[src/rtl/mul_pkg.sv]
// mul_pkg: shared types and constants for the iterative multiplier.
//   mul_op_t    - RV32M multiply flavour, encoded as funct3[1:0]
//   mul_state_t - sequencer states of mul_iter32
//   XLEN, MUL_ITERS, CNT_W - datapath width, add/shift steps, counter width
//   abs_if()    - magnitude of a word when it is to be read as signed
package mul_pkg;

  localparam int XLEN      = 32;
  localparam int MUL_ITERS = 32;
  localparam int CNT_W     = $clog2(MUL_ITERS);

  typedef enum logic [1:0] {
    MUL    = 2'b00,
    MULH   = 2'b01,
    MULHSU = 2'b10,
    MULHU  = 2'b11
  } mul_op_t;

  typedef enum logic [1:0] {
    IDLE = 2'b00,
    CALC = 2'b01,
    SIGN = 2'b10,
    DONE = 2'b11
  } mul_state_t;

  // -2^31 maps to 0x80000000, which is the correct magnitude read unsigned.
  function automatic logic [XLEN-1:0] abs_if(input logic [XLEN-1:0] v,
                                             input logic            is_signed);
    return (is_signed && v[XLEN-1]) ? (~v + XLEN'(1)) : v;
  endfunction

endpackage

[src/rtl/mul_iter32_adder.sv]
// FullAdder_32: 32-bit adder used for the per-step partial-product add.
//   a, b  in  32  addends
//   cin   in  1   carry in
//   sum   out 32  a + b + cin, low 32 bits
//   cout  out 1   carry out
module FullAdder_32 (
  input  logic [31:0] a,
  input  logic [31:0] b,
  input  logic        cin,
  output logic [31:0] sum,
  output logic        cout
);

  assign {cout, sum} = {1'b0, a} + {1'b0, b} + {32'b0, cin};

endmodule

[src/rtl/mul_iter32.sv]
// mul_iter32: iterative shift-and-add multiplier for MUL/MULH/MULHSU/MULHU.
// Multiplies operand magnitudes over 32 add/shift steps, then fixes the sign
// of the 64-bit product in one extra step. Fixed 34-cycle start-to-done.
//   clk, rst_n  clock, synchronous active-low reset
//   start       request, sampled only in IDLE
//   op          00 MUL, 01 MULH, 10 MULHSU, 11 MULHU
//   rs1, rs2    multiplicand / multiplier, only read in the accept cycle
//   busy        high while an operation is in flight (CALC..DONE)
//   done        one-cycle pulse, result valid in the same cycle
//   result      low word for MUL, high word otherwise; held until next done
//
// state | meaning
// IDLE  | waiting for start; operands and signs captured on accept
// CALC  | 32 add/shift steps over {acc_hi, acc_lo}
// SIGN  | negate the 64-bit product if exactly one operand was negative
// DONE  | result presented, done pulsed
module mul_iter32
  import mul_pkg::*;
#(
  parameter int XLEN = 32
) (
  input  logic            clk,
  input  logic            rst_n,
  input  logic            start,
  input  logic [1:0]      op,
  input  logic [XLEN-1:0] rs1,
  input  logic [XLEN-1:0] rs2,
  output logic            busy,
  output logic            done,
  output logic [XLEN-1:0] result
);

  mul_state_t       state_q, state_d;
  mul_op_t          op_q, op_d;
  logic             neg_q, neg_d;
  logic [XLEN-1:0]  mcand_q, mcand_d;
  logic [XLEN-1:0]  acc_hi_q, acc_hi_d;
  logic [XLEN-1:0]  acc_lo_q, acc_lo_d;
  logic [CNT_W-1:0] cnt_q, cnt_d;
  logic [XLEN-1:0]  result_q, result_d;

  mul_op_t          op_in;
  logic             rs1_signed, rs2_signed;
  logic             rs1_neg, rs2_neg;
  logic [XLEN-1:0]  add_b, add_sum;
  logic             add_cout;
  logic [2*XLEN-1:0] acc_neg, prod_final;

  assign op_in      = mul_op_t'(op);
  assign rs1_signed = (op_in == MULH) || (op_in == MULHSU);
  assign rs2_signed = (op_in == MULH);
  assign rs1_neg    = rs1_signed & rs1[XLEN-1];
  assign rs2_neg    = rs2_signed & rs2[XLEN-1];

  // Gating b to zero gives {c, s} = {0, acc_hi} without a separate path.
  assign add_b = acc_lo_q[0] ? mcand_q : '0;

  FullAdder_32 u_add (
    .a    (acc_hi_q),
    .b    (add_b),
    .cin  (1'b0),
    .sum  (add_sum),
    .cout (add_cout)
  );

  assign acc_neg    = ~{acc_hi_q, acc_lo_q} + (2*XLEN)'(1);
  assign prod_final = neg_q ? acc_neg : {acc_hi_q, acc_lo_q};

  always_ff @(posedge clk) begin
    if (!rst_n) begin
      state_q  <= IDLE;
      op_q     <= MUL;
      neg_q    <= 1'b0;
      mcand_q  <= '0;
      acc_hi_q <= '0;
      acc_lo_q <= '0;
      cnt_q    <= '0;
      result_q <= '0;
    end else begin
      state_q  <= state_d;
      op_q     <= op_d;
      neg_q    <= neg_d;
      mcand_q  <= mcand_d;
      acc_hi_q <= acc_hi_d;
      acc_lo_q <= acc_lo_d;
      cnt_q    <= cnt_d;
      result_q <= result_d;
    end
  end

  always_comb begin
    state_d = state_q;
    case (state_q)
      IDLE:    if (start) state_d = CALC;
      CALC:    if (cnt_q == '0) state_d = SIGN;
      SIGN:    state_d = DONE;
      DONE:    state_d = IDLE;
      default: state_d = IDLE;
    endcase
  end

  always_comb begin
    op_d     = op_q;
    neg_d    = neg_q;
    mcand_d  = mcand_q;
    acc_hi_d = acc_hi_q;
    acc_lo_d = acc_lo_q;
    cnt_d    = cnt_q;
    result_d = result_q;
    case (state_q)
      IDLE: begin
        if (start) begin
          op_d     = op_in;
          neg_d    = rs1_neg ^ rs2_neg;
          mcand_d  = abs_if(rs1, rs1_signed);
          acc_lo_d = abs_if(rs2, rs2_signed);
          acc_hi_d = '0;
          cnt_d    = CNT_W'(MUL_ITERS - 1);
        end
      end
      CALC: begin
        // Multiplier bits drain out of acc_lo as product bits shift in.
        {acc_hi_d, acc_lo_d} = {add_cout, add_sum, acc_lo_q[XLEN-1:1]};
        cnt_d                = cnt_q - CNT_W'(1);
      end
      SIGN: begin
        {acc_hi_d, acc_lo_d} = prod_final;
        // Loaded here so result is already valid during DONE.
        result_d = (op_q == MUL) ? prod_final[XLEN-1:0]
                                 : prod_final[2*XLEN-1:XLEN];
      end
      default: ;
    endcase
  end

  always_comb begin
    busy = (state_q != IDLE);
    done = (state_q == DONE);
  end

  assign result = result_q;

endmodule
[config.mk]
export PLATFORM = sky130hd
export DESIGN_NAME = mul_iter32
export DESIGN_NICKNAME = d
export VERILOG_FILES = /design/src/rtl/mul_pkg.sv /design/src/rtl/mul_iter32_adder.sv /design/src/rtl/mul_iter32.sv
export SDC_FILE = /design/constraint.sdc
export NUM_CORES = 1
export LEC_CHECK = 0
export BUFFER_PORTS_ARGS = -buffer_cell sky130_fd_sc_hd__buf_2
export CAP_MARGIN = 5
export CORE_MARGIN = 1.5
export CORE_UTILIZATION = 51
export DETAILED_ROUTE_END_ITERATION = 7
export GPL_TIMING_DRIVEN = 0
export PLACE_DENSITY = 0.82
export SYNTH_ARGS = -nofsm -noshare
export SYNTH_HDL_FRONTEND = slang
export SYNTH_SLANG_ARGS = --single-unit
[constraint.sdc]
create_clock -name clk -period 4.1 [get_ports clk]
set_input_delay 0.615 -clock clk [delete_from_list [all_inputs] [get_ports clk]]
set_output_delay 0.615 -clock clk [all_outputs]
set_load 0.02 [all_outputs]
==> reports/summary.log, run 1 <==
INFO  timing         max-slew-margin-rel=25.53%
INFO  critical_path  critPathKind=flip-flop to flip-flop
INFO  floorplan      boundaryPins=103
INFO  drt            post_drt_via_cell_ratio=6.544
INFO  clock_tree     htree_levels=4
INFO  cells_and_area layout-drive-gt1-share=9.928%
INFO  placed_design  hpwlAfterDp=29.41mm
INFO  placed_design  gp_congestion=1.006
INFO  synth          avgSynthCellArea=7.506um2
INFO  synth          post_synth_instance_area=0.01051mm2
INFO  cells_and_area area.growth.synth_to_final=13.49%
INFO  clock_tree     later_pin_clock_latency_in_the_skew_report=440ps
INFO  timing         layout_min_cycle_time=3885ps
INFO  pwr            design_power_total=7.230mW
INFO  floorplan      height_of_the_die=146.5um
INFO  clock_tree     numClockSinks=138
INFO  pwr            vdd.ir_drop.worst=0.3788mV
INFO  synth          warning_count_from_the_yosys_run=0
INFO  floorplan      die_area=0.02148mm2
INFO  clock_tree     worst_setup_hold_path_clk_slew=70ps
INFO  pwr            power_leakage=4.544nW
INFO  cells_and_area final_common_cell=sky130_fd_sc_hd__dfxtp_1
INFO  synth          asyncSetResetFlopFracSynth=0%
INFO  cells_and_area finish.net_count=1631
INFO  min_path       hold_path.class=input port to flip-flop
INFO  run_status     run_status=finished clean
INFO  floorplan      design.core.area=0.02023mm2
INFO  clock_tree     cts_post_setup_buffers_inserted=0
INFO  global_route   grt_ovf=0
INFO  drt            route.vias.total=11790
INFO  global_route   met2_usage=56.66%
INFO  drt            drtIter0Drc=1235
INFO  drt            firstDrtPassIters=8
INFO  critical_path  critPathLaunchType=flip-flop
INFO  timing         post-route-period-util=94.76%
INFO  critical_path  critPathCaptureType=flip-flop
INFO  floorplan      initial_utilization=51.94%
INFO  synth          synth_largest_type_area_fraction=26.29%
INFO  synth          netlist-cell-type-count=68
INFO  critical_path  timing.critical_path.slowest_cell_delay=680ps
INFO  global_route   grt_util_all_layers=35.87%
INFO  floorplan      die_width=146.5um
INFO  timing         final.setup.tns=0ps
INFO  timing         setup_viol_count_final=0
INFO  timing         whs=424.6ps
INFO  global_route   busiest_metal_layer_after_global_routing=met2
INFO  synth          netlist_top_cells_area=sky130_fd_sc_hd__dfxtp_1 26%, sky130_fd_sc_hd__xnor2_1 5.8%, sky130_fd_sc_hd__o21ai_0 5.6%, sky130_fd_sc_hd__xor2_1 5.5%, sky130_fd_sc_hd__ha_1 5.1%
INFO  global_route   grt_first_pass_wirelength=60.76mm
INFO  cells_and_area antenna_cells_inserted=0
INFO  critical_path  highest_delay_cell_along_the_critical_path=sky130_fd_sc_hd__or4_1
INFO  synth          synth-seq-area-share=26.29%
INFO  synth          synth_flop_cell=sky130_fd_sc_hd__dfxtp_1
INFO  critical_path  critical_path_cell_sequence=or4_1 -> nor4_1 -> nand3_1 -> clkbuf_1 -> o31ai_1 -> nand2_1 -> o21ai_0 -> a22oi_1 -> o21ai_0
INFO  placed_design  io_port_bufs=101
INFO  flow_run       max-cap-violations=0
INFO  synth          post_synth_inst_count=1400
INFO  drt            route.antenna.remaining_nets=0
INFO  clock_tree     clock_path_buffers=2
INFO  timing         tightest_slew=1107ps
INFO  clock_tree     tritoncts.num_buffers=17
INFO  critical_path  crit_fanout=10
INFO  cells_and_area layout_common_cells=137 x sky130_fd_sc_hd__dfxtp_1, 122 x sky130_fd_sc_hd__nand2_1, 117 x sky130_fd_sc_hd__nor2_1, 117 x sky130_fd_sc_hd__o21ai_0, 106 x sky130_fd_sc_hd__a21oi_1
INFO  critical_path  crit_top_cell=sky130_fd_sc_hd__o21ai_0
INFO  timing         fmaxAchievable=257.4MHz
INFO  synth          synth_largest_area_cell=sky130_fd_sc_hd__dfxtp_1
INFO  timing         maximum_clock_skew_at_final_layout=10.01ps
INFO  drt            detail_route.wl_per_cell=21.46um
INFO  global_route   global_route.usage.met3=7.625%
INFO  drt            residual_drc_count=0
INFO  critical_path  crit_arrival=4240ps
INFO  timing         final-max-slew-violation-count=0
INFO  global_route   largest_net_degree_at_the_start_of_global_routing=17
INFO  clock_tree     cts-root-buf=sky130_fd_sc_hd__clkbuf_16
INFO  synth          synth_fp_nets=1513
INFO  drt            drt-total-wl=38.65mm
INFO  clock_tree     cts-hold-fix-buffers=0
INFO  timing         grt_setup_unrepaired=no
INFO  global_route   groute.layer.met1.usage=44.52%
INFO  global_route   antenna_found_initial=0
INFO  critical_path  required_time_at_the_endpoint_of_the_critical_path=4450ps
INFO  synth          synth_seq_cells=138
INFO  global_route   first_global_vias=11240
INFO  clock_tree     tritoncts=yes
INFO  floorplan      floorplan.rows=52
INFO  synth          synth_edf_count=0
INFO  timing         hold_viol_final=0
INFO  pwr            p_per_area=606.2mW/mm2
-- cells in the mapped netlist (33+ instances only) --
cell,number
sky130_fd_sc_hd__inv_1,34
sky130_fd_sc_hd__nand2_1,122
sky130_fd_sc_hd__nor2_1,117
sky130_fd_sc_hd__and2_1,37
sky130_fd_sc_hd__nor3_1,43
sky130_fd_sc_hd__o31ai_1,33
sky130_fd_sc_hd__dfxtp_1,138
sky130_fd_sc_hd__a21oi_1,106
sky130_fd_sc_hd__o21ai_0,117
sky130_fd_sc_hd__clkbuf_1,83
sky130_fd_sc_hd__xor2_1,66
sky130_fd_sc_hd__ha_1,43
sky130_fd_sc_hd__a211oi_1,43
sky130_fd_sc_hd__nand3_1,36
sky130_fd_sc_hd__xnor2_1,69
-- state kept, by name, indices dropped and copies added, names as in the netlist --
register  cells
acc_hi_q     32
acc_lo_q     32
mcand_q      32
result       32
cnt_q         5
op_q          2
state_q       2
neg_q         1
-- worst paths after layout --
kind | startpoint | end | slack [ps] | depth (start not counted)
setup reg to reg | acc_lo_q[4] | acc_hi_q[25] | 210 | 9
setup / recovery | acc_lo_q[4] | acc_hi_q[25] | 210 | 9
hold / removal | op[1] | op_q[1] | 420 | 3
hold reg to reg | result[22] | result[22] | 450 | 2
-- power breakdown --
group | internal (mW) | switching, mW | leakage [nW] | total [mW]
Clock | 0.896 | 0.662 | 0.276 | 1.56
Combinational | 1.18 | 2.43 | 3.14 | 3.61
Sequential | 1.68 | 0.388 | 1.13 | 2.07
Total | 3.75 | 3.48 | 4.54 | 7.23
-- kinds of logic after synthesis --
kind of cell             share of synthesized area [%]
multiplexers                                    0.4763
AO/OA/AOI/OAI                                    29.88
buffers and inverters                            4.667
XOR/XNOR                                         11.25
AND/OR/NAND/NOR                                  22.12
flip-flops                                       26.29
adder cells (fa/ha/maj)                          5.310
-- critical path, delay by kind of cell, from the launching register on --
kind | cells | cell delay [ps]
AOI/OAI and AO/OA | 4 | 1100
and+or+nand+nor | 4 | 1950
buffers and inverters | 1 | 350
DFF | 1 | 390
-- repair_timing --
action                                  CTS  global route
resized for setup                         0             2
hold endpoints to repair                  0             0
endpoints found under the setup margin    0             8
-- stage by stage --
| step | instances | util (%) | area [um2] | setup slack, ps |
|---|---|---|---|---|
| 6_report | 1801 | 58.94 | 11930 | 214.9 |
| 5_1_grt | 1801 | 58.94 | 11930 | 208.2 |
| 3_3_place_gp | 1771 | 56.10 | 11350 | 135.7 |
| 2_1_floorplan | 1400 | - | 10510 | 947.6 |
| 3_5_place_dp | 1771 | 56.10 | 11350 | 75.25 |
| 4_1_cts | 1803 | 58.95 | 11930 | 29.88 |
-- area by class of cell --
type	count	area [um2]
Tap cell	270	337.8
Inverter	35	131.4
Sequential cell	138	2764
Fill cell	1900	8308
Multi-Input combinational cell	1134	7261
Timing Repair Buffer	101	505.5
Clock buffer	18	429.2
Buffer	91	351.6
Clock inverter	14	146.4
-- routing by layer --
| metal | wire length (um) | vias to the layer above | part of all wire [%] |
|---|---|---|---|
| li1 | - | 5464 | - |
| met1 | 15220 | 5409 | 39 |
| met2 | 16990 | 727 | 44 |
| met3 | 3878 | 185 | 10 |
| met4 | 2558 | 0 | 6.6 |
| met5 | 0 | - | 0 |
Power figures use the tool's default switching activity.
==> run 2, diff against run 1 <==
==> constraint.sdc (replaced) <==
create_clock -name clk -period 4.2 [get_ports clk]
set_input_delay 0.63 -clock clk [delete_from_list [all_inputs] [get_ports clk]]
set_output_delay 0.63 -clock clk [all_outputs]
set_load 0.02 [all_outputs]
==> run 2 against run 1 <==
Largest cell class unchanged. Die area did not move. Final cell count barely moved. Design area barely moved. Critical path depth did not move. Clock power fell by 3%. Clock skew rose by 1.6 ps. Global-route usage did not move. Total power fell by 2.3%. Highest routed layer unchanged. Sequential share of layout area barely moved. Register-to-register slack improved by 110 ps. Flip-flop and latch count did not move. Count of clock-buffer cells in the layout did not move.
==> reports/summary.log, run 2 (same netlist as run 1, synthesis figures left out) <==
INFO  placed_design  preCtsSetupSlack=175.2ps [+100.0 ps]
INFO  floorplan      die_area=0.02148mm2 [unchanged]
INFO  floorplan      initial_utilization=51.94% [unchanged]
INFO  pwr            power_leakage=4.545nW [about the same]
INFO  clock_tree     cts.repair.resized=0 [unchanged]
INFO  critical_path  critPathLaunchType=flip-flop
INFO  timing         layout_min_cycle_time=3872ps [-12.98 ps]
INFO  floorplan      boundaryPins=103 [unchanged]
INFO  critical_path  crit_fanout=10 [unchanged]
INFO  placed_design  gp_congestion=1.006 [unchanged]
INFO  run_status     run_status=finished clean
INFO  timing         final-max-slew-violation-count=0 [unchanged]
INFO  min_path       hold_path.class=input port to flip-flop
INFO  global_route   first_global_vias=11240 [unchanged]
INFO  critical_path  timing.critical_path.slowest_cell_delay=690ps [about the same]
INFO  clock_tree     cts-hold-fix-buffers=0 [unchanged]
INFO  global_route   largest_net_degree_at_the_start_of_global_routing=17 [unchanged]
INFO  floorplan      floorplan.rows=52 [unchanged]
INFO  clock_tree     numClockSinks=138 [unchanged]
INFO  cells_and_area area.growth.synth_to_final=13.53% [about the same]
INFO  timing         post-route-period-util=92.19% [-2.6 points]
INFO  critical_path  critPathKind=flip-flop to flip-flop
INFO  drt            detail_route.wl_per_cell=21.51um [+0.22%]
INFO  drt            drt-total-wl=38.76mm [+0.27%]
INFO  critical_path  reg2reg_slack=330ps [+110 ps]
INFO  timing         hold_viol_final=0 [unchanged]
INFO  global_route   antenna_found_initial=0 [unchanged]
INFO  global_route   grt_util_all_layers=35.87% [unchanged]
INFO  cells_and_area final_common_cell=sky130_fd_sc_hd__dfxtp_1
INFO  cells_and_area antenna_cells_inserted=0 [unchanged]
INFO  critical_path  highest_delay_cell_along_the_critical_path=sky130_fd_sc_hd__nor4_1
INFO  floorplan      height_of_the_die=146.5um [unchanged]
INFO  timing         finalWorstSetupSlack=327.9ps [+113.0 ps]
INFO  clock_tree     cts-root-buf=sky130_fd_sc_hd__clkbuf_16
INFO  cells_and_area layout_common_cells=137 x sky130_fd_sc_hd__dfxtp_1, 122 x sky130_fd_sc_hd__nand2_1, 117 x sky130_fd_sc_hd__nor2_1, 117 x sky130_fd_sc_hd__o21ai_0, 106 x sky130_fd_sc_hd__a21oi_1
INFO  drt            post_drt_via_cell_ratio=6.514 [-0.45%]
INFO  flow_run       max-cap-violations=0 [unchanged]
INFO  timing         fmaxAchievable=258.3MHz [+0.34%]
INFO  clock_tree     tritoncts.num_buffers=17 [unchanged]
INFO  cells_and_area finish.net_count=1632 [+0.061%]
INFO  drt            residual_drc_count=0 [unchanged]
INFO  clock_tree     cts_post_setup_buffers_inserted=0 [unchanged]
INFO  drt            route.vias.total=11740 [-0.40%]
INFO  critical_path  required_time_at_the_endpoint_of_the_critical_path=4580ps [+130 ps]
INFO  placed_design  hpwlAfterDp=29.41mm [unchanged]
INFO  clock_tree     later_pin_clock_latency_in_the_skew_report=440ps [about the same]
INFO  global_route   grt_first_pass_wirelength=60.76mm [unchanged]
INFO  critical_path  critical_path_cell_sequence=or4_1 -> nor4_1 -> nand3_1 -> clkbuf_1 -> o31ai_1 -> nand2_1 -> xor2_1 -> o22ai_1 -> nor2_1
INFO  critical_path  critPathCaptureType=flip-flop
INFO  clock_tree     worst_setup_hold_path_clk_slew=70ps [about the same]
INFO  pwr            p_per_area=592.2mW/mm2 [-2.3%]
INFO  timing         tightest_slew=1099ps [-7.800 ps]
INFO  drt            firstDrtPassIters=5 [-3]
INFO  cells_and_area fillers=1902 [+0.11%]
INFO  floorplan      die_width=146.5um [unchanged]
INFO  timing         grt_setup_unrepaired=no
INFO  critical_path  crit_arrival=4250ps [about the same]
INFO  clock_tree     clock_path_buffers=2 [unchanged]
INFO  floorplan      design.core.area=0.02023mm2 [unchanged]
INFO  timing         maximum_clock_skew_at_final_layout=11.57ps [+1.561 ps]
INFO  clock_tree     htree_levels=4 [unchanged]
INFO  placed_design  io_port_bufs=101 [unchanged]
INFO  drt            route.antenna.remaining_nets=0 [unchanged]
INFO  timing         final.setup.tns=0ps [unchanged]
INFO  timing         max-slew-margin-rel=26.05% [+0.52 points]
INFO  clock_tree     tritoncts=yes
INFO  global_route   grt_ovf=0 [unchanged]
INFO  drt            drtIter0Drc=1303 [+5.5%]
INFO  cells_and_area layout-drive-gt1-share=9.922% [about the same]
INFO  pwr            vdd.ir_drop.worst=0.3694mV [-2.5%]
INFO  timing         setup_viol_count_final=0 [unchanged]
run 2: changes by cell type in the layout (fill, tap and decap cells not counted), sizes merged:
cell    change
clkbuf      +1
run 2: worst max-delay path: cells and delay by family, from the launching register on:
family                 cells  cell delay, ps
flip-flops                 1             380
AND/OR/NAND/NOR            5            2070
XOR/XNOR                   1             280
buffers and inverters      1             350
AO/OA/AOI/OAI              2             720
run 2: cell type report:
type | instances | area [um2] | share of cell area (%)
timing repair buffer | 101 | 505.5 | 4.237
sequential | 138 | 2764 | 23.17
inverter | 35 | 131.4 | 1.101
multi-input combinational | 1134 | 7261 | 60.86
clock buffer | 18 | 429.2 | 3.597
tap | 270 | 337.8 | 2.832
buffer | 92 | 355.3 | 2.978
clock inverter | 14 | 146.4 | 1.227
run 2: report_power, final:
group / switching (mW) / internal (mW) / leakage [nW]
combinational: 2.38 / 1.15 / 3.14
sequential: 0.374 / 1.64 / 1.13
clock: 0.646 / 0.875 / 0.276
run 2: per-layer routing:
metal,GRT usage (%),vias up,part of all wire [%]
met5,0,-,0
met4,22.58,0,6.2
met3,7.625,170,9.9
met2,56.66,689,44
met1,44.52,5427,40
li1,-,5452,-
run 2: path summary, 6_finish.rpt:
| kind | depth (start not counted) | from | to |
|---|---|---|---|
| max | 9 | acc_lo_q[4] | result[25] |
| min reg2reg | 2 | result[22] | result[22] |
| max reg2reg | 9 | acc_lo_q[4] | result[25] |
| min | 3 | op[1] | op_q[1] |
run 2: metrics by stage:
step	area [um2]	util [%]	instances	hold slack [ps]	power (mW)
4_1_cts	11930	58.95	1803	446.4	6.900
2_1_floorplan	10510	-	1400	427.3	4.255
6_report	11930	58.96	1802	441.6	7.066
5_1_grt	11930	58.96	1802	481.5	7.369
3_5_place_dp	11350	56.10	1771	443.2	5.390
3_3_place_gp	11350	56.10	1771	432.2	5.333
==> run 3, diff against run 2 <==
--- a/config.mk
+++ b/config.mk
@@ -7,8 +7,9 @@
 export LEC_CHECK = 0
 export BUFFER_PORTS_ARGS = -buffer_cell sky130_fd_sc_hd__buf_2
 export CAP_MARGIN = 5
-export CORE_MARGIN = 1.5
+export CORE_MARGIN = 2
 export CORE_UTILIZATION = 51
+export CTS_BUF_LIST = sky130_fd_sc_hd__clkbuf_8
 export DETAILED_ROUTE_END_ITERATION = 7
 export GPL_TIMING_DRIVEN = 0
 export PLACE_DENSITY = 0.82
==> run 3 against run 2 <==
Via count fell by 1.2%. Combinational power fell by 1%. Worst hold slack got worse by 48 ps. Largest cell class unchanged. Register-to-register slack got worse by 80 ps. Critical path type unchanged.
==> reports/summary.log, run 3 (same netlist as run 1, synthesis figures left out) <==
INFO  critical_path  critPathLaunchType=flip-flop
INFO  critical_path  crit_fanout=10 [unchanged]
INFO  global_route   global_route.usage.met3=5.185% [-2.4 points]
INFO  timing         fmaxAchievable=253.2MHz [-2.0%]
INFO  placed_design  gp_congestion=1.026 [+2.0%]
INFO  critical_path  startpoint=acc_lo_q[0]
INFO  clock_tree     worst_setup_hold_path_clk_slew=90ps [+20 ps]
INFO  floorplan      design.core.area=0.02023mm2 [unchanged]
INFO  timing         final-max-slew-violation-count=0 [unchanged]
INFO  global_route   largest_net_degree_at_the_start_of_global_routing=17 [unchanged]
INFO  global_route   antenna_found_initial=0 [unchanged]
INFO  clock_tree     numClockSinks=138 [unchanged]
INFO  critical_path  crit_arrival=4330ps [+80 ps]
INFO  drt            detail_route.wl_per_cell=20.59um [-4.3%]
INFO  placed_design  hpwlAfterDp=28.87mm [-1.9%]
INFO  timing         max-slew-margin-rel=26.85% [+0.79 points]
INFO  drt            route.antenna.remaining_nets=0 [unchanged]
INFO  cells_and_area finish.net_count=1633 [+0.061%]
INFO  clock_tree     htree_levels=4 [unchanged]
INFO  flow_run       max-cap-violations=0 [unchanged]
INFO  pwr            power_leakage=4.460nW [-1.9%]
INFO  floorplan      die_area=0.02177mm2 [+1.4%]
INFO  placed_design  dpl.cell_count=1771 [unchanged]
INFO  min_path       hold_path.class=input port to flip-flop
INFO  run_status     run_status=finished clean
INFO  min_path       hold-path-endpoint=op_q[1]
INFO  critical_path  required_time_at_the_endpoint_of_the_critical_path=4580ps [about the same]
INFO  global_route   groute.layer.met1.usage=43.33% [-1.2 points]
INFO  timing         setup_viol_count_final=0 [unchanged]
INFO  critical_path  critical_path_cell_sequence=clkbuf_1 -> clkbuf_1 -> and2_1 -> ha_1 -> inv_1 -> fa_1 -> nand2b_1 -> a21oi_1 -> o211ai_1 -> a31o_2 -> o31ai_1 -> a21oi_1 -> nor4b_1 -> o32ai_1
INFO  floorplan      boundaryPins=103 [unchanged]
INFO  drt            residual_drc_count=0 [unchanged]
INFO  cells_and_area layout-drive-gt1-share=9.850% [-0.072 points]
INFO  global_route   busiest_metal_layer_after_global_routing=met2
INFO  clock_tree     tritoncts.num_buffers=17 [unchanged]
INFO  pwr            p_per_area=558.3mW/mm2 [-5.7%]
INFO  cells_and_area antenna_cells_inserted=0 [unchanged]
INFO  critical_path  rr_startpoint=acc_lo_q[0]
INFO  clock_tree     cts.repair.resized=0 [unchanged]
INFO  global_route   first_global_vias=10450 [-7.0%]
INFO  global_route   grt_util_all_layers=33.24% [-2.6 points]
INFO  cells_and_area layout_common_cells=138 x sky130_fd_sc_hd__dfxtp_1, 122 x sky130_fd_sc_hd__nand2_1, 117 x sky130_fd_sc_hd__nor2_1, 117 x sky130_fd_sc_hd__o21ai_0, 106 x sky130_fd_sc_hd__a21oi_1
INFO  drt            drt-total-wl=37.12mm [-4.2%]
INFO  floorplan      height_of_the_die=147.5um [+0.68%]
INFO  clock_tree     cts-root-buf=sky130_fd_sc_hd__clkbuf_8
INFO  drt            drtIter0Drc=1158 [-11%]
INFO  cells_and_area final_common_cell=sky130_fd_sc_hd__dfxtp_1
INFO  timing         final.setup.tns=0ps [unchanged]
INFO  timing         post-route-period-util=94.04% [+1.8 points]
INFO  drt            post_drt_via_cell_ratio=6.433 [-1.2%]
INFO  timing         finalWorstSetupSlack=250.2ps [-77.66 ps]
INFO  timing         grt_setup_unrepaired=no
INFO  cells_and_area area.growth.synth_to_final=11.69%
INFO  critical_path  critPathCaptureType=flip-flop
INFO  pwr            vdd.ir_drop.worst=0.2820mV [-24%]
INFO  drt            firstDrtPassIters=5 [unchanged]
INFO  critical_path  timing.critical_path.slowest_cell_delay=390ps [-300 ps]
INFO  clock_tree     later_pin_clock_latency_in_the_skew_report=480ps [+40 ps]
INFO  critical_path  critPathKind=flip-flop to flip-flop
INFO  global_route   grt_ovf=0 [unchanged]
INFO  global_route   grt_first_pass_wirelength=57.04mm [-6.1%]
INFO  cells_and_area final-instance-count-excl-fill=1803 [+0.055%]
INFO  placed_design  preCtsSetupSlack=358.1ps [+182.9 ps]
INFO  floorplan      initial_utilization=51.94% [unchanged]
INFO  placed_design  io_port_bufs=101 [unchanged]
INFO  clock_tree     cts-hold-fix-buffers=0 [unchanged]
INFO  clock_tree     tritoncts=yes
INFO  timing         layout_min_cycle_time=3950ps [+77.66 ps]
INFO  floorplan      die_width=147.5um [+0.68%]
INFO  min_path       timing.hold.worst.start=op[1]
INFO  critical_path  worst_r2r_path_depth=14 [+5]
INFO  critical_path  highest_delay_cell_along_the_critical_path=sky130_fd_sc_hd__clkbuf_1
INFO  critical_path  r2r-end=acc_hi_q[27]
INFO  timing         tightest_slew=1087ps [-11.79 ps]
INFO  critical_path  reg2reg_slack=250ps [-80 ps]
INFO  clock_tree     cts_post_setup_buffers_inserted=0 [unchanged]
INFO  floorplan      floorplan.rows=52 [unchanged]
INFO  clock_tree     clock_path_buffers=2 [unchanged]
INFO  drt            route.vias.total=11600 [-1.2%]
INFO  min_path       hold_depth=3 [unchanged]
INFO  timing         hold_viol_final=0 [unchanged]
INFO  timing         maximum_clock_skew_at_final_layout=14.78ps [+3.206 ps]
INFO  global_route   met2_usage=52.63% [-4.0 points]
-- run 3: how the worst max path moves through the flow --
stage	endpoint	slack, ps
global placement	acc_hi_q[27]	360
floorplan	acc_hi_q[27]	1050
global route	acc_hi_q[27]	6
finish	acc_hi_q[27]	250
CTS	acc_hi_q[27]	310
detailed placement	acc_hi_q[27]	360
-- run 3: metrics by stage --
stage               utilization, %  hold slack, ps  total power [mW]  cell area (um2)
detailed placement           56.10           444.1             5.347            11350
floorplan                        -           427.3             4.255            10510
finish                       58.01           393.9             6.553            11740
CTS                          57.98           384.0             6.413            11730
global placement             56.10           431.3             5.304            11350
global route                 58.01           396.7             6.877            11740
-- run 3: power by group --
group          internal (mW)  leakage [nW]  switching [mW]
logic                   1.15          3.14            2.33
registers               1.64          1.13           0.354
clock network          0.502         0.190           0.578
-- run 3: cell type report --
type	count	area (um2)
Tap cell	270	337.8
Sequential cell	138	2763
Clock buffer	19	261.5
Fill cell	1910	8497
Inverter	35	131.4
Multi-Input combinational cell	1134	7261
Timing Repair Buffer	101	505.5
Clock inverter	13	118.9
Buffer	93	359.1
-- run 3: worst max-delay path: cells and delay by family (launching register included) --
kind	cells	cell delay [ps]
adders and majority gates	2	550
AOI/OAI and AO/OA	6	1600
buffers and inverters	3	820
and+or+nand+nor	3	560
DFF	1	340
-- run 3: metal layers --
layer  vias to the layer above  wire [um]  share of wire, %
li1                       5450          -                 -
met1                      5329      14910                40
met2                       675      16300                44
met3                       145       3671               9.9
met4                         0       2237               6.0
met5                         -          0                 0
